===== config.mk =====
export PLATFORM = sky130hd
export DESIGN_NAME = audio_tone_meter
export DESIGN_NICKNAME = d
export VERILOG_FILES = /design/src/rtl/audio_meas_pkg.sv /design/src/rtl/tone_meter_ch.sv /design/src/rtl/audio_tone_meter.sv
export SDC_FILE = /design/constraint.sdc
export NUM_CORES = 1
export LEC_CHECK = 0
export CAP_MARGIN = 0
export CORE_MARGIN = 2
export CORE_UTILIZATION = 55
export CTS_BUF_LIST = sky130_fd_sc_hd__clkbuf_4 sky130_fd_sc_hd__clkbuf_8 sky130_fd_sc_hd__clkbuf_16
export CTS_CLUSTER_SIZE = 20
export DETAILED_ROUTE_END_ITERATION = 7
export PLACE_DENSITY_LB_ADDON = 0.08
export SKIP_LAST_GASP = 1
export SLEW_MARGIN = 20
export SYNTH_ARGS = -nofsm -noshare
export SYNTH_HDL_FRONTEND = slang
export SYNTH_SLANG_ARGS = --single-unit

===== constraint.sdc =====
create_clock -name clk -period 5.45 [get_ports clk]
set_input_delay 1.09 -clock clk [delete_from_list [all_inputs] [get_ports clk]]
set_output_delay 1.09 -clock clk [all_outputs]
set_load 0.01 [all_outputs]

===== src/rtl/audio_meas_pkg.sv =====
// Shared FSM state encoding and width helpers for the audio tone meter.
package audio_meas_pkg;

    typedef enum logic [1:0] {
        ST_IDLE = 2'd0,
        ST_ARM  = 2'd1,
        ST_MEAS = 2'd2,
        ST_DONE = 2'd3
    } state_e;

    // Width of a sample index within a window of win samples.
    function automatic int unsigned idx_w(input int unsigned win);
        return $clog2(win);
    endfunction

    // Width of a crossing counter that saturates at max_cross.
    function automatic int unsigned cnt_w(input int unsigned max_cross);
        return $clog2(max_cross + 1);
    endfunction

endpackage


===== src/rtl/tone_meter_ch.sv =====
// Per-channel tone measurement: reference sign/polarity, peaks, crossing indices and count.
// Build option TONE_HYST_EN: crossings need to leave a +/-HYST band around zero.
module tone_meter_ch
    import audio_meas_pkg::*;
#(
    parameter int unsigned SMPL_W    = 16,
    parameter int unsigned IW        = 8,
    parameter int unsigned CW        = 4,
    parameter int unsigned MAX_CROSS = 8
`ifdef TONE_HYST_EN
    ,
    parameter int          HYST      = 64
`endif
) (
    input  logic                     clk,
    input  logic                     rst,
    input  logic                     clr_i,
    input  logic                     arm_i,
    input  logic                     meas_i,
    input  logic [IW-1:0]            idx_i,
    input  logic signed [SMPL_W-1:0] smpl_i,
    output logic [SMPL_W-1:0]        pk_max_o,
    output logic [SMPL_W-1:0]        pk_min_o,
    output logic [IW-1:0]            first_idx_o,
    output logic [IW-1:0]            last_idx_o,
    output logic [CW-1:0]            cross_cnt_o,
    output logic                     no_tone_o
);

    localparam logic signed [SMPL_W-1:0] SMPL_MIN = {1'b1, {(SMPL_W-1){1'b0}}};
    localparam logic signed [SMPL_W-1:0] SMPL_MAX = {1'b0, {(SMPL_W-1){1'b1}}};
`ifdef TONE_HYST_EN
    localparam logic signed [SMPL_W-1:0] HYST_P   = SMPL_W'(HYST);
    localparam logic signed [SMPL_W-1:0] HYST_N   = SMPL_W'(-HYST);
`endif

    // ref_neg: previous sample sign (plain build) or tracked polarity (hysteresis build)
    logic                     ref_neg_q, ref_neg_d;
    logic signed [SMPL_W-1:0] pk_max_q, pk_max_d;
    logic signed [SMPL_W-1:0] pk_min_q, pk_min_d;
    logic [IW-1:0]            first_q, first_d;
    logic [IW-1:0]            last_q, last_d;
    logic [CW-1:0]            cnt_q, cnt_d;
    logic                     no_tone_q, no_tone_d;
    logic                     cross_c;

    // Crossing detect against the reference sign or the hysteresis band
    always_comb begin
`ifdef TONE_HYST_EN
        cross_c = ref_neg_q ? (smpl_i >= HYST_P) : (smpl_i <= HYST_N);
`else
        cross_c = (smpl_i[SMPL_W-1] != ref_neg_q);
`endif
    end

    // Next-state: clear on arm entry, seed on the ARM sample, accumulate during MEAS
    always_comb begin
        ref_neg_d = ref_neg_q;
        pk_max_d  = pk_max_q;
        pk_min_d  = pk_min_q;
        first_d   = first_q;
        last_d    = last_q;
        cnt_d     = cnt_q;
        no_tone_d = no_tone_q;
        if (clr_i) begin
            ref_neg_d = 1'b0;
            pk_max_d  = '0;
            pk_min_d  = '0;
            first_d   = '0;
            last_d    = '0;
            cnt_d     = '0;
            no_tone_d = 1'b0;
        end else if (arm_i) begin
            ref_neg_d = smpl_i[SMPL_W-1];
            pk_max_d  = SMPL_MIN;
            pk_min_d  = SMPL_MAX;
        end else if (meas_i) begin
`ifdef TONE_HYST_EN
            if (cross_c) ref_neg_d = ~ref_neg_q;
`else
            ref_neg_d = smpl_i[SMPL_W-1];
`endif
            if (cross_c && (cnt_q != CW'(MAX_CROSS))) begin
                cnt_d  = cnt_q + CW'(1);
                last_d = idx_i;
                if (cnt_q == '0) first_d = idx_i;
            end
            if (smpl_i > pk_max_q) pk_max_d = smpl_i;
            if (smpl_i < pk_min_q) pk_min_d = smpl_i;
            no_tone_d = (cnt_d < CW'(2));
        end
    end

    // Channel state registers
    always_ff @(posedge clk) begin
        if (rst) begin
            ref_neg_q <= 1'b0;
            pk_max_q  <= '0;
            pk_min_q  <= '0;
            first_q   <= '0;
            last_q    <= '0;
            cnt_q     <= '0;
            no_tone_q <= 1'b0;
        end else begin
            ref_neg_q <= ref_neg_d;
            pk_max_q  <= pk_max_d;
            pk_min_q  <= pk_min_d;
            first_q   <= first_d;
            last_q    <= last_d;
            cnt_q     <= cnt_d;
            no_tone_q <= no_tone_d;
        end
    end

    assign pk_max_o    = pk_max_q;
    assign pk_min_o    = pk_min_q;
    assign first_idx_o = first_q;
    assign last_idx_o  = last_q;
    assign cross_cnt_o = cnt_q;
    assign no_tone_o   = no_tone_q;

endmodule


===== src/rtl/audio_tone_meter.sv =====
// Multi-channel tone meter: window FSM and shared sample index driving NUM_CH channel meters.
// Build option TONE_HYST_EN enables hysteresis crossing detection in every channel.
module audio_tone_meter
    import audio_meas_pkg::*;
#(
    parameter int unsigned NUM_CH    = 2,
    parameter int unsigned SMPL_W    = 16,
    parameter int unsigned WIN_SMPLS = 140,
    parameter int unsigned MAX_CROSS = 8,
    parameter int          HYST      = 64,
    localparam int unsigned IW       = idx_w(WIN_SMPLS),
    localparam int unsigned CW       = cnt_w(MAX_CROSS)
) (
    input  logic                     clk,
    input  logic                     rst,
    input  logic                     start,
    input  logic                     smpl_vld,
    input  logic [NUM_CH*SMPL_W-1:0] smpl_in,
    output logic                     busy,
    output logic                     done,
    output logic [NUM_CH*SMPL_W-1:0] pk_max,
    output logic [NUM_CH*SMPL_W-1:0] pk_min,
    output logic [NUM_CH*IW-1:0]     first_idx,
    output logic [NUM_CH*IW-1:0]     last_idx,
    output logic [NUM_CH*CW-1:0]     cross_cnt,
    output logic [NUM_CH-1:0]        no_tone
);

    // Reject configurations the window logic cannot represent
    if (WIN_SMPLS < 2 || MAX_CROSS < 2 || HYST < 0) begin : g_bad_cfg
        $error("audio_tone_meter: WIN_SMPLS and MAX_CROSS must be >= 2, HYST >= 0");
    end

    state_e        state_q;
    logic [IW-1:0] idx_q;
    logic          busy_q;
    logic          done_q;
    logic          clr_c;
    logic          arm_c;
    logic          meas_c;

    // Window strobes shared by all channels
    assign clr_c  = (state_q == ST_IDLE) && start;
    assign arm_c  = (state_q == ST_ARM)  && smpl_vld;
    assign meas_c = (state_q == ST_MEAS) && smpl_vld;

    // Window FSM with sample index counter and registered busy/done
    always_ff @(posedge clk) begin
        if (rst) begin
            state_q <= ST_IDLE;
            idx_q   <= '0;
            busy_q  <= 1'b0;
            done_q  <= 1'b0;
        end else begin
            case (state_q)
                ST_IDLE: begin
                    done_q <= 1'b0;
                    if (start) begin
                        state_q <= ST_ARM;
                        busy_q  <= 1'b1;
                    end
                end
                ST_ARM: begin
                    if (smpl_vld) begin
                        state_q <= ST_MEAS;
                        idx_q   <= '0;
                    end
                end
                ST_MEAS: begin
                    if (smpl_vld) begin
                        idx_q <= idx_q + IW'(1);
                        if (idx_q == IW'(WIN_SMPLS - 1)) begin
                            state_q <= ST_DONE;
                            busy_q  <= 1'b0;
                            done_q  <= 1'b1;
                        end
                    end
                end
                default: begin
                    state_q <= ST_IDLE;
                    done_q  <= 1'b0;
                end
            endcase
        end
    end

    assign busy = busy_q;
    assign done = done_q;

    for (genvar c = 0; c < NUM_CH; c++) begin : g_ch
        tone_meter_ch #(
            .SMPL_W    (SMPL_W),
            .IW        (IW),
            .CW        (CW),
            .MAX_CROSS (MAX_CROSS)
`ifdef TONE_HYST_EN
            ,
            .HYST      (HYST)
`endif
        ) u_ch (
            .clk         (clk),
            .rst         (rst),
            .clr_i       (clr_c),
            .arm_i       (arm_c),
            .meas_i      (meas_c),
            .idx_i       (idx_q),
            .smpl_i      (smpl_in[c*SMPL_W +: SMPL_W]),
            .pk_max_o    (pk_max[c*SMPL_W +: SMPL_W]),
            .pk_min_o    (pk_min[c*SMPL_W +: SMPL_W]),
            .first_idx_o (first_idx[c*IW +: IW]),
            .last_idx_o  (last_idx[c*IW +: IW]),
            .cross_cnt_o (cross_cnt[c*CW +: CW]),
            .no_tone_o   (no_tone[c])
        );
    end

endmodule


==> results of run 1 <==
[cell type report]
| cell class | count | area share |
|---|---|---|
| repair buffers | 150 | 0.1740 |
| clock inverters | 8 | 0.01394 |
| well taps | 143 | 0.02098 |
| multi-input cells | 478 | 0.4166 |
| inverters | 79 | 0.03478 |
| clock buffers | 22 | 0.05796 |
| flip-flops and latches | 120 | 0.2817 |
[placed cells by master (no fill, tap or decap), types with 2 or more instances in the layout]
master           synthesis  final
a211oi_1                 3      3
a21o_1                  10      9
a21oi_1                 70     70
a221o_1                  2      2
a221oi_2                 3      3
a31oi_1                  3      3
a31oi_4                  2      2
and3_1                   2      2
and4_1                   3      3
buf_4                    4      7
bufinv_16                0      3
clkbuf_16                0     17
clkbuf_8                 0      5
clkdlybuf4s50_1          0    143
clkinv_2                 0      4
dfxtp_1                120    120
ha_1                    71     71
inv_1                   79     79
mux2_2                   3      3
mux2i_1                 92     92
nand2_1                 34     34
nand3_1                 17     17
nand3b_1                 2      2
nand4_1                 13     13
nor2_1                  88     88
nor2b_1                  2      2
nor3_1                   7      7
nor4b_2                  0      2
o2111ai_1                2      2
o21a_1                   3      3
o21ai_0                 11     11
o22ai_1                  2      2
or2_2                    3      3
or3_1                    4      4
xnor2_1                  7      7
[stage by stage]
step                area [µm²]  setup slack [ns]  total power [W]
finish                    8527             1.718         0.002901
global route              8527             1.485         0.003034
CTS                       8527             1.728         0.002912
detailed placement        7914             1.387         0.001754
global placement          7914             1.442         0.001728
floorplan                 6417             2.489         0.001479
[sequential cells by signal (all words and copies together) (netlist names)]
| register | cells |
|---|---|
| done | 1 |
| g_ch.u_ch.pk_min_o | 32 |
| state_q | 2 |
| g_ch.u_ch.last_idx_o | 16 |
| g_ch.u_ch.ref_neg_q | 2 |
| busy | 1 |
| g_ch.u_ch.first_idx_o | 16 |
| g_ch.u_ch.no_tone_o | 2 |
| g_ch.u_ch.pk_max_o | 32 |
| idx_q | 8 |
| g_ch.u_ch.cross_cnt_o | 8 |
[worst register-to-register path, cell delays in order (launching register included)]
cell and delay (ns):
dfxtp_1 0.37, inv_1 0.08, ha_1 0.25, nor2_1 0.23, and2_1 0.48, nand2_1 0.55, nor4b_2 0.39, buf_4 0.25
mux2i_1 0.22, nor2_1 0.05
[power breakdown]
| part | internal (W) | switching [W] |
|---|---|---|
| Clock | 0.000771 | 0.000389 |
| Sequential | 0.000946 | 0.0000573 |
| Combinational | 0.000328 | 0.000410 |
[per-layer routing]
layer,vias up,global-route usage,wire length (µm)
li1,2719,-,-
met1,2589,0.3227,7155
met2,149,0.4578,8074
met3,27,0.06803,918
met4,0,0.09593,301
met5,-,0,0
[how the worst max path moves through the flow]
stage                      from                           to  slack, ns  cells past startpoint
detailed placement     smpl_vld  g_ch[0].u_ch.first_idx_o[1]       1.39                      9
finish              smpl_in[31]    g_ch[1].u_ch.pk_max_o[15]       1.72                      9
floorplan           smpl_in[18]    g_ch[1].u_ch.pk_max_o[10]       2.49                      9
global route        smpl_in[31]    g_ch[1].u_ch.pk_max_o[15]       1.48                      9
CTS                 smpl_in[31]    g_ch[1].u_ch.pk_max_o[15]       1.73                      9
global placement       smpl_vld  g_ch[0].u_ch.first_idx_o[6]       1.44                      9
[kinds of logic (layout without fill, tap and decap cells)]
group           count (synthesis)  after routing  share of synthesized area
compound gates                119            119                     0.1187
xor+xnor                        8              8                    0.01092
fa+ha+maj                      71             71                     0.1384
buf+inv                       113            259                    0.07428
flops                         120            120                     0.3743
mux                            96             96                     0.1523
simple gates                  184            184                     0.1310
==> flow_results.xml, run 1 <==
<?xml version="1.0" encoding="UTF-8"?>
<metrics>
  <group name="critical_path">
    <metric name="timing.critical_path.buf_inv" unit="">1</metric>
    <metric name="worst-setup-path-type" unit="">in -&gt; reg</metric>
    <metric name="timing.reg2reg.setup_slack" unit="ns">2.45</metric>
    <metric name="critical-path-slowest-cell" unit="">mux2i_4</metric>
    <metric name="cp.arrival" unit="ns">4.00</metric>
    <metric name="reg2regPathDepth" unit="">9</metric>
    <metric name="cp_data_required_time" unit="ns">5.72</metric>
    <metric name="crit_family" unit="">multiplexers</metric>
    <metric name="worst_setup_path_end_kind" unit="">flip-flop</metric>
    <metric name="crit_path_max_fanout" unit="">16</metric>
    <metric name="timing.rr.end" unit="">g_ch[0].u_ch.first_idx_o[4]</metric>
    <metric name="critical_path_max_stage_delay" unit="ns">0.78</metric>
    <metric name="r2r_start" unit="">state_q[1]</metric>
    <metric name="setup.worst_path.start_class" unit="">input port</metric>
    <metric name="crit_chain" unit="">clkdlybuf4s50_1, ha_1, nand4_1, nor3_1, a221oi_2, o211ai_2, mux2i_4, mux2i_1, a21oi_1</metric>
  </group>
  <group name="run_status">
    <metric name="status" unit="">completed</metric>
  </group>
  <group name="synthesis">
    <metric name="most_common_library_cells_after_synthesis" unit="">dfxtp_1 (120), mux2i_1 (92), nor2_1 (88)</metric>
    <metric name="syn_avg_cell_area" unit="µm²">9.026</metric>
    <metric name="synth_cell_types" unit="">51</metric>
    <metric name="postSynthCellCount" unit="">711</metric>
    <metric name="async_set_or_reset_register_ratio_after_synthesis" unit="">0</metric>
    <metric name="cell_with_the_most_instances_after_synthesis" unit="">dfxtp_1</metric>
    <metric name="synth-edff-count" unit="">0</metric>
    <metric name="synth.ff_latch_count" unit="">120</metric>
    <metric name="synthesis.nets" unit="">818</metric>
    <metric name="synth.yosys.warnings" unit="">0</metric>
    <metric name="synth.yosys.seq_area_share" unit="">0.3743</metric>
    <metric name="netlist.area_leader.share" unit="">0.3743</metric>
    <metric name="synth_top_area_cell" unit="">dfxtp_1</metric>
    <metric name="ys_top_cells_by_area" unit="">dfxtp_1 (37%), mux2i_1 (14%), ha_1 (14%), a21oi_1 (5.5%), nor2_1 (5.1%)</metric>
    <metric name="yosys_most_used_dff" unit="">dfxtp_1</metric>
    <metric name="synth.cell_area" unit="µm²">6417</metric>
  </group>
  <group name="global_routing">
    <metric name="gr-usage-all-layers" unit="">0.2656</metric>
    <metric name="globalRouteOverflowTotal" unit="">0</metric>
    <metric name="antenna_found_initial" unit="">0</metric>
    <metric name="number_of_global_route_vias_before_repair" unit="">5553</metric>
    <metric name="grt_pass1_wl" unit="µm">26940</metric>
    <metric name="largest_net_degree_at_the_start_of_global_routing" unit="">43</metric>
  </group>
  <group name="clocking">
    <metric name="numClockSinks" unit="">120</metric>
    <metric name="cts-root-to-sink-buffers" unit="">2</metric>
    <metric name="tritoncts_clock_tree" unit="">built</metric>
    <metric name="cts_hold_repair.buffers" unit="">0</metric>
    <metric name="cts_resized" unit="">0</metric>
    <metric name="clk_pin_slew" unit="ns">0.05</metric>
    <metric name="htree_num_levels" unit="">4</metric>
    <metric name="cts_buffers" unit="">17</metric>
    <metric name="post_cts.repair.setup_buffers" unit="">0</metric>
    <metric name="clk_root_buffer_cell" unit="">clkbuf_16</metric>
    <metric name="clk_latency" unit="ns">0.42</metric>
  </group>
  <group name="cells_and_area">
    <metric name="area.growth.synth_to_final" unit="%">32.87</metric>
    <metric name="layout.area.seq" unit="µm²">2402</metric>
    <metric name="antenna-diode-count" unit="">0</metric>
    <metric name="finalNonFillerCells" unit="">1000</metric>
    <metric name="multiInputGateArea" unit="µm²">3552</metric>
    <metric name="final.fill_count" unit="">843</metric>
    <metric name="fin_util" unit="">0.7468</metric>
    <metric name="drive_above_1_share" unit="">0.06651</metric>
    <metric name="final_nets" unit="">953</metric>
  </group>
  <group name="sta">
    <metric name="grt_setup_unrepaired" unit="">no</metric>
    <metric name="worstMarginPinSlew" unit="ns">0.8671</metric>
    <metric name="hold_slack" unit="ns">0.4540</metric>
    <metric name="tns" unit="ns">0</metric>
    <metric name="skew" unit="ns">0.005213</metric>
    <metric name="highest_clock_rate" unit="MHz">267.9</metric>
    <metric name="layout_worst_path_cycle_share" unit="">0.6848</metric>
    <metric name="timing_max_transition_violations_final" unit="">0</metric>
    <metric name="fin_crit" unit="ns">3.732</metric>
    <metric name="max_slew_margin" unit="">0.4095</metric>
    <metric name="setup_violators_final" unit="">0</metric>
    <metric name="final-hold-violation-count" unit="">0</metric>
  </group>
  <group name="floorplanning">
    <metric name="die_height" unit="µm">112.0</metric>
    <metric name="die-area" unit="µm²">12550</metric>
    <metric name="io_pins" unit="">144</metric>
    <metric name="initial_utilization" unit="">0.5620</metric>
    <metric name="width_of_the_die" unit="µm">112.0</metric>
    <metric name="core-area" unit="µm²">11420</metric>
    <metric name="rows" unit="">39</metric>
  </group>
  <group name="route">
    <metric name="wirelength_per_cell" unit="µm">16.45</metric>
    <metric name="drt_wl_total" unit="µm">16450</metric>
    <metric name="avgViaCountPerCell" unit="">5.484</metric>
    <metric name="via_count_of_the_routed_design" unit="">5484</metric>
    <metric name="first_pass_iters" unit="">4</metric>
    <metric name="drt_iter0_markers" unit="">252</metric>
    <metric name="drc" unit="">0</metric>
    <metric name="final_antenna_net_count" unit="">0</metric>
  </group>
  <group name="placement">
    <metric name="place_hpwl" unit="µm">11730</metric>
    <metric name="place.detailed.instances" unit="">970</metric>
    <metric name="gp_congestion" unit="">0.8362</metric>
    <metric name="port-buffer-count" unit="">143</metric>
  </group>
  <group name="min_path">
    <metric name="min_path_cells" unit="">2</metric>
    <metric name="worstHoldStart" unit="">g_ch[1].u_ch.last_idx_o[6]</metric>
    <metric name="worstHoldEndpoint" unit="">g_ch[1].u_ch.last_idx_o[6]</metric>
    <metric name="hold_path_class" unit="">reg -&gt; reg</metric>
  </group>
  <group name="power">
    <metric name="pwr_density_cell" unit="nW/µm²">340.2</metric>
    <metric name="irDropWorstVdd" unit="µV">232.8</metric>
    <metric name="static-leakage-power" unit="nW">3.313</metric>
  </group>
  <group name="flow_run">
    <metric name="max_cap_violations" unit="">0</metric>
  </group>
</metrics>
Power figures use the tool's default switching activity.
==> run 2, diff against run 1 <==
--- a/config.mk
+++ b/config.mk
@@ -7,7 +7,7 @@
 export LEC_CHECK = 0
 export CAP_MARGIN = 0
 export CORE_MARGIN = 2
-export CORE_UTILIZATION = 55
+export CORE_UTILIZATION = 46
 export CTS_BUF_LIST = sky130_fd_sc_hd__clkbuf_4 sky130_fd_sc_hd__clkbuf_8 sky130_fd_sc_hd__clkbuf_16
 export CTS_CLUSTER_SIZE = 20
 export DETAILED_ROUTE_END_ITERATION = 7
==> constraint.sdc (replaced) <==
create_clock -name clk -period 3.3 [get_ports clk]
set_input_delay 0.66 -clock clk [delete_from_list [all_inputs] [get_ports clk]]
set_output_delay 0.66 -clock clk [all_outputs]
set_load 0.01 [all_outputs]
==> run 2 against run 1 <==
  * Cell count grew 6.0%
  * Largest cell class unchanged
  * First-iteration DRC count is 21% lower
  * Flip-flop and latch count is the same
  * Register-to-register slack worse by 1.6 ns
  * Hold slack improved by 0.0028 ns
  * Highest routed layer unchanged
  * Wire length increased by 0.44%
==> flow_results.xml, run 2 (synthesized netlist as in run 1, its figures left out) <==
<?xml version="1.0" encoding="UTF-8"?>
<metrics>
  <group name="flow_run">
    <metric name="max_cap_violations" unit="">0</metric>
  </group>
  <group name="sta">
    <metric name="max_slew_margin" unit="">0.5048</metric>
    <metric name="grt_setup_unrepaired" unit="">no</metric>
    <metric name="final-hold-violation-count" unit="">0</metric>
    <metric name="highest_clock_rate" unit="MHz">352.2</metric>
    <metric name="layout_worst_path_cycle_share" unit="">0.8605</metric>
    <metric name="tns" unit="ns">0</metric>
    <metric name="worstMarginPinSlew" unit="ns">0.7428</metric>
    <metric name="setup_violators_final" unit="">0</metric>
    <metric name="final.setup.worst_slack" unit="ns">0.4603</metric>
    <metric name="skew" unit="ns">0.006720</metric>
    <metric name="hold_slack" unit="ns">0.4567</metric>
    <metric name="timing_max_transition_violations_final" unit="">0</metric>
    <metric name="fin_crit" unit="ns">2.840</metric>
  </group>
  <group name="clocking">
    <metric name="htree_num_levels" unit="">4</metric>
    <metric name="clk_pin_slew" unit="ns">0.05</metric>
    <metric name="clk_latency" unit="ns">0.41</metric>
    <metric name="cts_resized" unit="">0</metric>
    <metric name="numClockSinks" unit="">120</metric>
    <metric name="clk_root_buffer_cell" unit="">clkbuf_16</metric>
    <metric name="cts_hold_repair.buffers" unit="">0</metric>
    <metric name="cts-root-to-sink-buffers" unit="">2</metric>
    <metric name="cts_buffers" unit="">17</metric>
    <metric name="post_cts.repair.setup_buffers" unit="">0</metric>
    <metric name="tritoncts_clock_tree" unit="">built</metric>
  </group>
  <group name="power">
    <metric name="irDropWorstVdd" unit="µV">317.4</metric>
    <metric name="static-leakage-power" unit="nW">3.441</metric>
    <metric name="pwr_density_cell" unit="nW/µm²">565.1</metric>
  </group>
  <group name="critical_path">
    <metric name="crit_chain" unit="">clkdlybuf4s50_1, ha_1, nand4_1, nor3_1, o2111ai_1, a31oi_4, mux2i_1, a21oi_1</metric>
    <metric name="worst_setup_path_end_kind" unit="">flip-flop</metric>
    <metric name="reg2regPathDepth" unit="">8</metric>
    <metric name="timing.critical_path.buf_inv" unit="">1</metric>
    <metric name="r2r_start" unit="">g_ch[0].u_ch.pk_min_o[15]</metric>
    <metric name="timing.critical_path.from" unit="">smpl_in[13]</metric>
    <metric name="critical_path_max_stage_delay" unit="ns">0.64</metric>
    <metric name="critical-path-slowest-cell" unit="">a31oi_4</metric>
    <metric name="timing.rr.end" unit="">g_ch[0].u_ch.pk_min_o[10]</metric>
    <metric name="crit_end" unit="">g_ch[0].u_ch.pk_min_o[10]</metric>
    <metric name="crit_path_max_fanout" unit="">16</metric>
    <metric name="cp.arrival" unit="ns">3.11</metric>
    <metric name="cp_data_required_time" unit="ns">3.57</metric>
    <metric name="worst-path-stages" unit="">8</metric>
    <metric name="setup.worst_path.start_class" unit="">input port</metric>
    <metric name="crit_family" unit="">compound AO/OA/AOI/OAI gates</metric>
    <metric name="worst-setup-path-type" unit="">in -&gt; reg</metric>
    <metric name="timing.reg2reg.setup_slack" unit="ns">0.82</metric>
  </group>
  <group name="global_routing">
    <metric name="globalRouteOverflowTotal" unit="">0</metric>
    <metric name="gr-usage-all-layers" unit="">0.2265</metric>
    <metric name="antenna_found_initial" unit="">0</metric>
    <metric name="largest_net_degree_at_the_start_of_global_routing" unit="">53</metric>
    <metric name="number_of_global_route_vias_before_repair" unit="">5444</metric>
    <metric name="grt_pass1_wl" unit="µm">26450</metric>
  </group>
  <group name="cells_and_area">
    <metric name="final_design_area_no_fill" unit="µm²">8801</metric>
    <metric name="finalNonFillerCells" unit="">1060</metric>
    <metric name="antenna-diode-count" unit="">0</metric>
    <metric name="most_used_cells_in_the_layout_excluding_fill_and_tap_cells" unit="">clkdlybuf4s50_1 (143), dfxtp_1 (120), mux2i_1 (92)</metric>
    <metric name="area.growth.synth_to_final" unit="%">37.14</metric>
    <metric name="drive_above_1_share" unit="">0.09091</metric>
    <metric name="most_common_library_cell_in_the_layout_ignoring_fill_and_taps" unit="">clkdlybuf4s50_1</metric>
    <metric name="final_nets" unit="">976</metric>
  </group>
  <group name="floorplanning">
    <metric name="initial_utilization" unit="">0.4659</metric>
    <metric name="die-area" unit="µm²">14910</metric>
    <metric name="die_height" unit="µm">122.1</metric>
    <metric name="io_pins" unit="">144</metric>
    <metric name="width_of_the_die" unit="µm">122.1</metric>
    <metric name="core-area" unit="µm²">13770</metric>
    <metric name="rows" unit="">43</metric>
  </group>
  <group name="placement">
    <metric name="port-buffer-count" unit="">143</metric>
    <metric name="place_ws" unit="ns">0.02863</metric>
    <metric name="place_hpwl" unit="µm">12000</metric>
    <metric name="gp_congestion" unit="">0.8643</metric>
    <metric name="place.detailed.instances" unit="">1030</metric>
    <metric name="post_dp_cell_area" unit="µm²">8145</metric>
  </group>
  <group name="route">
    <metric name="drc" unit="">0</metric>
    <metric name="avgViaCountPerCell" unit="">5.154</metric>
    <metric name="final_antenna_net_count" unit="">0</metric>
    <metric name="drt_wl_total" unit="µm">16520</metric>
    <metric name="first_pass_iters" unit="">4</metric>
    <metric name="via_count_of_the_routed_design" unit="">5463</metric>
    <metric name="drt_iter0_markers" unit="">199</metric>
    <metric name="wirelength_per_cell" unit="µm">15.59</metric>
  </group>
  <group name="min_path">
    <metric name="hold_path_class" unit="">reg -&gt; reg</metric>
  </group>
  <group name="run_status">
    <metric name="status" unit="">completed</metric>
  </group>
</metrics>
run 2: worst min-delay path by stage:
stage	from	end	slack (ns)	cells past startpoint
after floorplan	g_ch[0].u_ch.no_tone_o	g_ch[0].u_ch.no_tone_o	0.44	2
after global placement	g_ch[1].u_ch.last_idx_o[3]	g_ch[1].u_ch.last_idx_o[3]	0.44	2
after detailed placement	g_ch[1].u_ch.last_idx_o[3]	g_ch[1].u_ch.last_idx_o[3]	0.45	2
after CTS	g_ch[0].u_ch.no_tone_o	g_ch[0].u_ch.no_tone_o	0.46	2
after global routing	g_ch[1].u_ch.last_idx_o[2]	g_ch[1].u_ch.last_idx_o[2]	0.48	2
final	g_ch[0].u_ch.no_tone_o	g_ch[0].u_ch.no_tone_o	0.46	2
run 2: area by class of cell:
class / count / area, µm²
Clock buffer: 22 / 488.0
Clock inverter: 8 / 167.7
Fill cell: 1147 / 4972
Inverter: 79 / 296.5
Multi-Input combinational cell: 478 / 3552
Sequential cell: 120 / 2402
Tap cell: 180 / 225.2
Timing Repair Buffer: 173 / 1669
run 2: report_power, final:
group	switching, W	total, W	leakage [nW]	internal (W)
clock	0.000635	0.00205	0.321	0.00142
sequential	0.0000985	0.00166	0.970	0.00156
combinational	0.000680	0.00126	2.15	0.000580
total	0.00141	0.00497	3.44	0.00356
run 2: through the flow:
| stage | utilization | total power [W] |
|---|---|---|
| 2_1_floorplan | - | 0.002442 |
| 3_3_place_gp | 0.5914 | 0.002912 |
| 3_5_place_dp | 0.5914 | 0.002949 |
| 4_1_cts | 0.6390 | 0.005015 |
| 5_1_grt | 0.6390 | 0.005215 |
| 6_report | 0.6390 | 0.004973 |
run 2: routing by layer:
metal,vias up,part of all wire,GRT usage
li1,2765,-,-
met1,2551,0.44,0.2701
met2,128,0.49,0.3893
met3,19,0.058,0.06601
met4,0,0.016,0.07687
met5,-,0,0
run 2: worst min-delay path, stage by stage, from the launching register on:
cell and delay (ns):
dfxtp_1 0.31, nand2_1 0.05, a21oi_1 0.05
==> run 3, diff against run 2 <==
--- a/config.mk
+++ b/config.mk
@@ -12,6 +12,7 @@
 export CTS_CLUSTER_SIZE = 20
 export DETAILED_ROUTE_END_ITERATION = 7
 export PLACE_DENSITY_LB_ADDON = 0.08
+export SETUP_SLACK_MARGIN = 0.4
 export SKIP_LAST_GASP = 1
 export SLEW_MARGIN = 20
 export SYNTH_ARGS = -nofsm -noshare
==> constraint.sdc (replaced) <==
create_clock -name clk -period 2.6 [get_ports clk]
set_input_delay 0.52 -clock clk [delete_from_list [all_inputs] [get_ports clk]]
set_output_delay 0.52 -clock clk [all_outputs]
set_load 0.01 [all_outputs]
==> run 3 against run 2 <==
  * Worst setup slack got worse by 0.17 ns
  * Clock skew rose by 0.0035 ns
  * Die area is the same
  * Sequential power grew 28%
  * First-iteration DRC count is 51% higher
  * Clock power grew 29%
  * Highest routed layer unchanged
==> flow_results.xml, run 3 (synthesized netlist as in run 1, its figures left out) <==
<?xml version="1.0" encoding="UTF-8"?>
<metrics>
  <group name="cells_and_area">
    <metric name="final.fill_count" unit="">1015</metric>
    <metric name="final_nets" unit="">1062</metric>
    <metric name="fin_util" unit="">0.7424</metric>
    <metric name="area.growth.synth_to_final" unit="%">59.33</metric>
    <metric name="most_common_library_cell_in_the_layout_ignoring_fill_and_taps" unit="">clkdlybuf4s50_1</metric>
    <metric name="drive_above_1_share" unit="">0.3233</metric>
    <metric name="most_used_cells_in_the_layout_excluding_fill_and_tap_cells" unit="">clkdlybuf4s50_1 (111), buf_4 (94), mux2i_1 (89)</metric>
    <metric name="antenna-diode-count" unit="">0</metric>
  </group>
  <group name="placement">
    <metric name="place_ws" unit="ns">-0.3485</metric>
    <metric name="place_hpwl" unit="µm">12940</metric>
    <metric name="port-buffer-count" unit="">143</metric>
    <metric name="gp_congestion" unit="">0.8947</metric>
  </group>
  <group name="critical_path">
    <metric name="crit_chain" unit="">inv_1, ha_4, nand4_1, buf_4, buf_4, nor4_4, or3_4, mux2i_4, buf_6, buf_16, mux2i_1, nor2_1</metric>
    <metric name="cp_data_required_time" unit="ns">2.91</metric>
    <metric name="cpMostUsedCell" unit="">buf_4</metric>
    <metric name="setup.worst_path.start_class" unit="">flip-flop</metric>
    <metric name="critical-path-slowest-cell" unit="">or3_4</metric>
    <metric name="crit_path_max_fanout" unit="">6</metric>
    <metric name="worst-setup-path-type" unit="">reg -&gt; reg</metric>
    <metric name="reg2regPathDepth" unit="">12</metric>
    <metric name="worst_setup_path_end_kind" unit="">flip-flop</metric>
    <metric name="critical_path_max_stage_delay" unit="ns">0.39</metric>
    <metric name="cp.arrival" unit="ns">2.62</metric>
  </group>
  <group name="global_routing">
    <metric name="globalRouteOverflowTotal" unit="">0</metric>
    <metric name="grt_pass1_wl" unit="µm">30000</metric>
    <metric name="largest_net_degree_at_the_start_of_global_routing" unit="">55</metric>
    <metric name="gr-usage-all-layers" unit="">0.2593</metric>
    <metric name="antenna_found_initial" unit="">0</metric>
    <metric name="number_of_global_route_vias_before_repair" unit="">6057</metric>
  </group>
  <group name="route">
    <metric name="drt_iter0_markers" unit="">300</metric>
    <metric name="first_pass_iters" unit="">5</metric>
    <metric name="drc" unit="">0</metric>
    <metric name="wirelength_per_cell" unit="µm">16.75</metric>
    <metric name="avgViaCountPerCell" unit="">5.303</metric>
    <metric name="via_count_of_the_routed_design" unit="">6088</metric>
    <metric name="final_antenna_net_count" unit="">0</metric>
    <metric name="drt_wl_total" unit="µm">19230</metric>
  </group>
  <group name="clocking">
    <metric name="htree_num_levels" unit="">4</metric>
    <metric name="clk_pin_slew" unit="ns">0.06</metric>
    <metric name="clk_root_buffer_cell" unit="">clkbuf_16</metric>
    <metric name="cts_hold_repair.buffers" unit="">0</metric>
    <metric name="clk_latency" unit="ns">0.42</metric>
    <metric name="numClockSinks" unit="">120</metric>
    <metric name="cts-root-to-sink-buffers" unit="">2</metric>
    <metric name="cts_buffers" unit="">17</metric>
    <metric name="tritoncts_clock_tree" unit="">built</metric>
  </group>
  <group name="floorplanning">
    <metric name="core-area" unit="µm²">13770</metric>
    <metric name="io_pins" unit="">144</metric>
    <metric name="die_height" unit="µm">122.1</metric>
    <metric name="width_of_the_die" unit="µm">122.1</metric>
    <metric name="rows" unit="">43</metric>
    <metric name="initial_utilization" unit="">0.4659</metric>
    <metric name="die-area" unit="µm²">14910</metric>
  </group>
  <group name="flow_run">
    <metric name="max_cap_violations" unit="">0</metric>
  </group>
  <group name="sta">
    <metric name="skew" unit="ns">0.01020</metric>
    <metric name="tns" unit="ns">0</metric>
    <metric name="final-hold-violation-count" unit="">0</metric>
    <metric name="timing_max_transition_violations_final" unit="">0</metric>
    <metric name="grt_setup_unrepaired" unit="">yes</metric>
    <metric name="layout_worst_path_cycle_share" unit="">0.8881</metric>
    <metric name="final.setup.worst_slack" unit="ns">0.2909</metric>
    <metric name="fin_crit" unit="ns">2.309</metric>
    <metric name="setup_violators_final" unit="">0</metric>
    <metric name="worstMarginPinSlew" unit="ns">0.5962</metric>
    <metric name="highest_clock_rate" unit="MHz">433.1</metric>
    <metric name="max_slew_margin" unit="">0.6025</metric>
  </group>
  <group name="run_status">
    <metric name="status" unit="">completed</metric>
  </group>
  <group name="power">
    <metric name="irDropWorstVdd" unit="µV">420.1</metric>
    <metric name="static-leakage-power" unit="nW">4.056</metric>
    <metric name="pwr_density_cell" unit="nW/µm²">669.9</metric>
  </group>
  <group name="min_path">
    <metric name="hold_path_class" unit="">in -&gt; reg</metric>
    <metric name="min_path_cells" unit="">3</metric>
  </group>
</metrics>
run 3: cell types whose count changed in the layout (fill, tap and decap cells not counted), moves of 18 or more:
cell             delta
buf_4              +65
clkdlybuf4s50_1    -32
dfxtp_1            -43
dfxtp_2            +42
ha_1               -35
ha_4               +33
inv_1              -18
inv_2              +18
run 3: final timing paths:
path | from | to | slack [ns]
setup / recovery | g_ch[1].u_ch.pk_max_o[11] | g_ch[1].u_ch.pk_max_o[8] | 0.29
hold / removal | smpl_in[14] | g_ch[0].u_ch.pk_max_o[14] | 0.44
setup reg to reg | g_ch[1].u_ch.pk_max_o[11] | g_ch[1].u_ch.pk_max_o[8] | 0.29
hold reg to reg | g_ch[1].u_ch.last_idx_o[3] | g_ch[1].u_ch.last_idx_o[3] | 0.46
run 3: stage by stage:
step	hold slack, ns	power, W	cell area [µm²]	cells
after detailed placement	0.4535	0.003934	8773	1066
after CTS	0.4520	0.006779	10010	1134
final	0.4429	0.006850	10220	1148
after global routing	0.4402	0.007167	10220	1148
after floorplan	0.4367	0.003165	6751	711
after global placement	0.4479	0.003866	8773	1066
run 3: timing repair:
item | in CTS | in global routing
pin swaps | 53 | 45
gates resized for setup | 149 | 59
setup buffers | 32 | 14
setup endpoints to repair | 75 | 82
endpoints found under the hold margin | 0 | 0
gates cloned | 4 | 0
run 3: layout make-up:
type	count	area, µm²	area share
clock inverters	13	217.7	0.02129
multi-input cells	478	4136	0.4046
repair buffers	259	2437	0.2384
inverters	79	296.5	0.02900
flip-flops and latches	120	2459	0.2405
well taps	180	225.2	0.02203
clock buffers	19	452.9	0.04430
run 3: report_power, final:
part           total (W)  switching, W  internal (W)
clock network    0.00264      0.000881       0.00176
logic            0.00209       0.00106       0.00103
registers        0.00212      0.000121       0.00200
run 3: critical path, delay by kind of cell (launching register included):
kind	cells	cell delay [ns]
adder cells (fa/ha/maj)	1	0.22
buffers and inverters	5	0.64
flip-flops	1	0.34
multiplexers	2	0.42
AND/OR/NAND/NOR	4	0.57
run 3: routing by layer:
layer,track usage,vias to the layer above,routed length (µm)
met1,0.3109,2937,8114
li1,-,2948,-
met5,0,-,0
met2,0.4490,171,9717
met3,0.05571,32,920
met4,0.1070,0,477
